--- src/rtl/rggen_bus_arbiter.sv ---
// rggen_bus_arbiter: shares one rggen common register bus between several
// upstream requesters. Round-robin or fixed-priority selection, one transfer
// in flight downstream, response routed combinationally to the granted port.
module rggen_bus_arbiter #(
   parameter int REQUESTERS     = 2,
   parameter int ADDRESS_WIDTH  = 8,
   parameter int BUS_WIDTH      = 32,
   parameter int FIXED_PRIORITY = 0
) (
   input  logic                                i_clk,
   input  logic                                i_rst,
   input  logic [REQUESTERS-1:0]               i_request_valid,
   input  logic [2*REQUESTERS-1:0]             i_request_access,
   input  logic [ADDRESS_WIDTH*REQUESTERS-1:0] i_request_address,
   input  logic [BUS_WIDTH*REQUESTERS-1:0]     i_request_write_data,
   input  logic [BUS_WIDTH/8*REQUESTERS-1:0]   i_request_strobe,
   output logic [REQUESTERS-1:0]               o_request_ready,
   output logic [2*REQUESTERS-1:0]             o_request_status,
   output logic [BUS_WIDTH*REQUESTERS-1:0]     o_request_read_data,
   output logic [REQUESTERS-1:0]               o_grant,
   output logic                                o_bus_valid,
   output logic [1:0]                          o_bus_access,
   output logic [ADDRESS_WIDTH-1:0]            o_bus_address,
   output logic [BUS_WIDTH-1:0]                o_bus_write_data,
   output logic [BUS_WIDTH/8-1:0]              o_bus_strobe,
   input  logic                                i_bus_ready,
   input  logic [1:0]                          i_bus_status,
   input  logic [BUS_WIDTH-1:0]                i_bus_read_data
);

   localparam int STRB_W = BUS_WIDTH / 8;
   localparam int IDX_W  = (REQUESTERS > 1) ? $clog2(REQUESTERS) : 1;

   typedef enum logic [0:0] {
      ST_IDLE = 1'b0,
      ST_BUSY = 1'b1
   } state_t;

   state_t                    r_state;
   logic [REQUESTERS-1:0]     r_grant;
   logic [IDX_W-1:0]          r_ptr;
   logic                      r_bus_valid;
   logic [1:0]                r_bus_access;
   logic [ADDRESS_WIDTH-1:0]  r_bus_address;
   logic [BUS_WIDTH-1:0]      r_bus_write_data;
   logic [STRB_W-1:0]         r_bus_strobe;

   logic                      w_any_valid;
   logic [IDX_W-1:0]          w_winner;
   logic [1:0]                w_sel_access;
   logic [ADDRESS_WIDTH-1:0]  w_sel_address;
   logic [BUS_WIDTH-1:0]      w_sel_write_data;
   logic [STRB_W-1:0]         w_sel_strobe;
   logic [REQUESTERS-1:0]     w_request_ready;
   logic [2*REQUESTERS-1:0]   w_request_status;
   logic [BUS_WIDTH*REQUESTERS-1:0] w_request_read_data;

   // Winner: lowest valid index in fixed mode, otherwise the first valid port
   // found scanning upward (with wrap) from the one after the last winner.
   function automatic logic [IDX_W-1:0] pick_winner(input logic [REQUESTERS-1:0] valid,
                                                     input logic [IDX_W-1:0]      ptr);
      logic [IDX_W-1:0] winner;
      logic [IDX_W-1:0] idx;
      logic             found;
      winner = '0;
      found  = 1'b0;
      for (int k = 0; k < REQUESTERS; k++) begin
         if (FIXED_PRIORITY != 0) begin
            idx = IDX_W'(k);
         end else begin
            idx = IDX_W'((int'(ptr) + 1 + k) % REQUESTERS);
         end
         if (!found && valid[idx]) begin
            winner = idx;
            found  = 1'b1;
         end else begin
            found  = found;
         end
      end
      return winner;
   endfunction

   function automatic logic [REQUESTERS-1:0] onehot(input logic [IDX_W-1:0] idx);
      logic [REQUESTERS-1:0] v;
      v      = '0;
      v[idx] = 1'b1;
      return v;
   endfunction

   // Select the winning port and mux out its request fields for capture.
   always_comb begin
      w_any_valid      = |i_request_valid;
      w_winner         = pick_winner(i_request_valid, r_ptr);
      w_sel_access     = i_request_access[2*int'(w_winner) +: 2];
      w_sel_address    = i_request_address[ADDRESS_WIDTH*int'(w_winner) +: ADDRESS_WIDTH];
      w_sel_write_data = i_request_write_data[BUS_WIDTH*int'(w_winner) +: BUS_WIDTH];
      w_sel_strobe     = i_request_strobe[STRB_W*int'(w_winner) +: STRB_W];
   end

   // Route the downstream completion to the granted port only, in the same cycle.
   always_comb begin
      w_request_ready     = '0;
      w_request_status    = '0;
      w_request_read_data = '0;
      for (int i = 0; i < REQUESTERS; i++) begin
         if ((r_state == ST_BUSY) && r_grant[i] && i_bus_ready) begin
            w_request_ready[i]                          = 1'b1;
            w_request_status[2*i +: 2]                  = i_bus_status;
            w_request_read_data[BUS_WIDTH*i +: BUS_WIDTH] = i_bus_read_data;
         end else begin
            w_request_ready[i]                          = 1'b0;
            w_request_status[2*i +: 2]                  = 2'b00;
            w_request_read_data[BUS_WIDTH*i +: BUS_WIDTH] = '0;
         end
      end
   end

   // Arbitration FSM: capture the winner in IDLE, hold it stable until ready in BUSY.
   always_ff @(posedge i_clk or posedge i_rst) begin
      if (i_rst) begin
         r_state          <= ST_IDLE;
         r_grant          <= '0;
         r_ptr            <= IDX_W'(REQUESTERS - 1);
         r_bus_valid      <= 1'b0;
         r_bus_access     <= 2'b00;
         r_bus_address    <= '0;
         r_bus_write_data <= '0;
         r_bus_strobe     <= '0;
      end else begin
         case (r_state)
            ST_IDLE: begin
               if (w_any_valid) begin
                  r_state          <= ST_BUSY;
                  r_grant          <= onehot(w_winner);
                  r_ptr            <= w_winner;
                  r_bus_valid      <= 1'b1;
                  r_bus_access     <= w_sel_access;
                  r_bus_address    <= w_sel_address;
                  r_bus_write_data <= w_sel_write_data;
                  r_bus_strobe     <= w_sel_strobe;
               end else begin
                  r_state     <= ST_IDLE;
                  r_grant     <= '0;
                  r_bus_valid <= 1'b0;
               end
            end
            ST_BUSY: begin
               if (i_bus_ready) begin
                  r_state     <= ST_IDLE;
                  r_grant     <= '0;
                  r_bus_valid <= 1'b0;
               end else begin
                  r_state     <= ST_BUSY;
               end
            end
            default: begin
               r_state     <= ST_IDLE;
               r_grant     <= '0;
               r_bus_valid <= 1'b0;
            end
         endcase
      end
   end

   assign o_grant             = r_grant;
   assign o_bus_valid         = r_bus_valid;
   assign o_bus_access        = r_bus_access;
   assign o_bus_address       = r_bus_address;
   assign o_bus_write_data    = r_bus_write_data;
   assign o_bus_strobe        = r_bus_strobe;
   assign o_request_ready     = w_request_ready;
   assign o_request_status    = w_request_status;
   assign o_request_read_data = w_request_read_data;

endmodule

--- config.mk ---
export PLATFORM = sky130hd
export DESIGN_NAME = rggen_bus_arbiter
export DESIGN_NICKNAME = d
export VERILOG_FILES = /design/src/rtl/rggen_bus_arbiter.sv
export SDC_FILE = /design/constraint.sdc
export NUM_CORES = 1
export LEC_CHECK = 0
export CORE_ASPECT_RATIO = 0.75
export CORE_UTILIZATION = 29
export CTS_BUF_LIST = sky130_fd_sc_hd__clkbuf_8
export CTS_CLUSTER_SIZE = 40
export DETAILED_ROUTE_END_ITERATION = 8
export PLACE_DENSITY = 0.87
export SLEW_MARGIN = 20
export SYNTH_ARGS = -nofsm -noshare
export SYNTH_HDL_FRONTEND = slang
export SYNTH_SLANG_ARGS = --single-unit
--- constraint.sdc ---
create_clock -name i_clk -period 1.4 [get_ports i_clk]
set_input_delay 0.14 -clock i_clk [delete_from_list [all_inputs] [get_ports i_clk]]
set_output_delay 0.14 -clock i_clk [all_outputs]
set_load 0.05 [all_outputs]
==> flow_summary.json <==
{
  "critical_path_class": "register to primary output",
  "first_pass_iters": 5,
  "p_int_mw": 5.58,
  "max_stage_delay_ns": 0.43,
  "post-route-period-util_pct": 119,
  "hpwl_mm": 10.3,
  "final_max_slew_viol_count": 0,
  "grt_pass1_wl_mm": 19.3,
  "synth-seq-cells": 51,
  "place_congestion": 0.862,
  "cap_violations": 0,
  "dpl-instance-area_mm2": 0.00635,
  "final-hold-violation-count": 0,
  "synth-warning-count": 0,
  "final_cell_mix": "clkdlybuf4s50_1 (130), nand2_1 (93), buf_12 (89)",
  "io_pins": 250,
  "path_delay_family": "simple AND/OR/NAND/NOR gates",
  "drive_gt1_share_pct": 40.0,
  "cts-root-buf": "clkbuf_8",
  "ant_nets": 0,
  "fin_crit_ns": 1.66,
  "path_cells": "and3_4 > clkbuf_16 > and2_4 > buf_12",
  "pwr_density_cell_mw_per_mm2": 1560,
  "final_area_mm2": 0.00691,
  "grt_max_degree": 59,
  "vias": 3768,
  "start_util_pct": 30.6,
  "antenna_found_initial": 0,
  "cp_max_fo": 9,
  "avgSynthCellArea_um2": 8.16,
  "pre_cts_ws_ns": -0.175,
  "synth_nets": 477,
  "fin_skew_ns": 0.0175,
  "final_common_cell": "clkdlybuf4s50_1",
  "power_mw": 10.8,
  "wirelength_mm": 15.6,
  "drt_iter0_drc": 216,
  "synthesis.area_mm2": 0.00282,
  "switching_share_pct": 48.4,
  "p_sw_mw": 5.24,
  "grtUsageTotal_pct": 25.3,
  "rsz0062_at_grt": "true",
  "clockPowerShare_pct": 10.0,
  "cts.sinks": 51,
  "portBuffers": 249,
  "wire_per_inst_um": 21.0,
  "area_growth_pct": 145,
  "critPathArrivalTime_ns": 1.52,
  "cts_buffers": 5,
  "die_w_um": 116,
  "max_freq_mhz": 602,
  "total_leakage_power_nw": 3.00,
  "setup_viol": 112,
  "clkTransAtPathRegs_ns": 0.11,
  "seq_area_frac_synth_pct": 45.2,
  "insertion_delay_ns": 0.31,
  "vias_per_cell": 5.07,
  "cts.path.max_buffers": 2,
  "grt_pass1_vias": 3549,
  "die_h_um": 87.5,
  "critPathLaunchType": "register",
  "coreArea_mm2": 0.00923,
  "ys_types": 21,
  "failed_checks": "setup timing",
  "critPathSlowestCell": "dfrtp_1",
  "die_area_mm2": 0.0101,
  "num_rows": 30,
  "hp-class": "input pin to async pin",
  "overflow": 0,
  "h-tree-depth": 2,
  "fin_ws_ns": -0.261,
  "maxSlewHeadroom_pct": 73.2,
  "cts_tree": "done",
  "syn_inst": 346,
  "drc": 0,
  "fin_nets": 745,
  "antenna_cells": 0,
  "crit_buf_inv": 2,
  "endpoint_kind": "primary output",
  "max-vdd-ir-drop_mv": 0.921,
  "max_slew.worst_pin.slew_ns": 0.401,
  "outcome": "complete, but fails checks",
  "worstPathRequired_ns": 1.26,
  "p_comb_share_pct": 66.1,
  "power.share.sequential_pct": 23.9,
  "hold_buffers": 0
}
cell type report:
| class | count | area (µm²) |
|---|---|---|
| timing repair buffer | 288 | 3800 |
| inverter | 2 | 11.3 |
| clock inverter | 3 | 42.5 |
| sequential | 51 | 1280 |
| clock buffer | 5 | 68.8 |
| fill | 581 | 2320 |
| tap | 128 | 160 |
| multi-input combinational | 266 | 1550 |
state kept, by name, summed over array words and instances, names as in the netlist:
| name | flops |
|---|---|
| o_bus_write_data | 32 |
| o_bus_address | 8 |
| o_bus_strobe | 4 |
| o_bus_access | 2 |
| o_grant | 2 |
| o_bus_valid | 1 |
| r_ptr | 1 |
| r_state | 1 |
synth_stat cells:
library cell / n / area [µm²]
buf_6: 7 / 78.8
nand2_1: 93 / 349
a31oi_1: 47 / 294
o21ba_1: 1 / 10.0
a21o_1: 1 / 7.51
buf_2: 11 / 55.1
o22ai_1: 1 / 6.26
clkbuf_1: 4 / 15.0
a21bo_2: 1 / 10.0
a21boi_4: 1 / 18.8
and3_1: 2 / 12.5
dfrtp_1: 50 / 1250
a22o_1: 1 / 8.76
nor2_1: 47 / 176
buf_4: 4 / 30.0
and2_1: 68 / 425
buf_8: 2 / 30.0
a21oi_1: 1 / 5.00
dfstp_2: 1 / 26.3
inv_1: 2 / 7.51
or2_2: 1 / 6.26
worst paths after layout:
path | start | end | cells past startpoint | slack (ns)
max in group asynchronous | i_rst | o_bus_strobe[2] | 3 | 0.79
setup / recovery | r_state | o_request_read_data[27] | 4 | -0.26
setup reg to reg | r_state | o_bus_write_data[1] | 6 | -0.17
min in group i_clk | i_request_write_data[25] | o_bus_write_data[25] | 3 | 0.38
hold reg to reg | o_bus_write_data[27] | o_bus_write_data[27] | 2 | 0.56
hold / removal | i_rst | o_bus_write_data[8] | 2 | 0.14
worst reg2reg max path, stage by stage, from the launching register on:
cell and delay [ns]:
dfrtp_1 0.44, buf_4 0.18, o21ba_4 0.34, buf_8 0.15, buf_4 0.13, nor2_1 0.06, a31oi_1 0.19
repair_timing:
item,in CTS,in global routing
pin swaps,12,6
buffers inserted,3,8
endpoints found under the setup margin,70,104
gates resized for setup,13,14
cloned,2,11
power by group through the flow:
| stage | combinational, mW | sequential (mW) | clock [mW] |
|---|---|---|---|
| 2_1_floorplan | 1.78 | 4.53 | 0 |
| 5_1_grt | 7.41 | 2.64 | 1.14 |
| 4_1_cts | 6.59 | 2.56 | 1.09 |
| 3_5_place_dp | 6.48 | 2.59 | 0 |
| 3_3_place_gp | 6.35 | 2.53 | 0 |
| 6_report | 7.14 | 2.59 | 1.08 |
kinds of logic after synthesis:
family / after synthesis / share of synthesized area (%)
compound gates: 54 / 12.8
buf+inv: 30 / 7.67
flops: 51 / 45.2
simple gates: 211 / 34.3
metal layers:
metal	vias up	wire (µm)	track usage (%)
met2	233	8360	49.5
met3	51	1310	7.59
met1	1822	5340	25.2
li1	1662	-	-
met4	0	607	9.21
met5	-	0	0
stage by stage:
stage | instances | util [%] | setup TNS (ns) | hold slack, ns
4_1_cts | 724 | 71.0 | -12.13 | 0.152
2_1_floorplan | 346 | - | -0.183 | 0.188
3_3_place_gp | 711 | 68.8 | -9.41 | 0.483
5_1_grt | 743 | 74.9 | -19.47 | 0.158
3_5_place_dp | 711 | 68.8 | -14.41 | 0.489
6_report | 743 | 74.9 | -18.47 | 0.144
(Power assumes the default switching activity.)
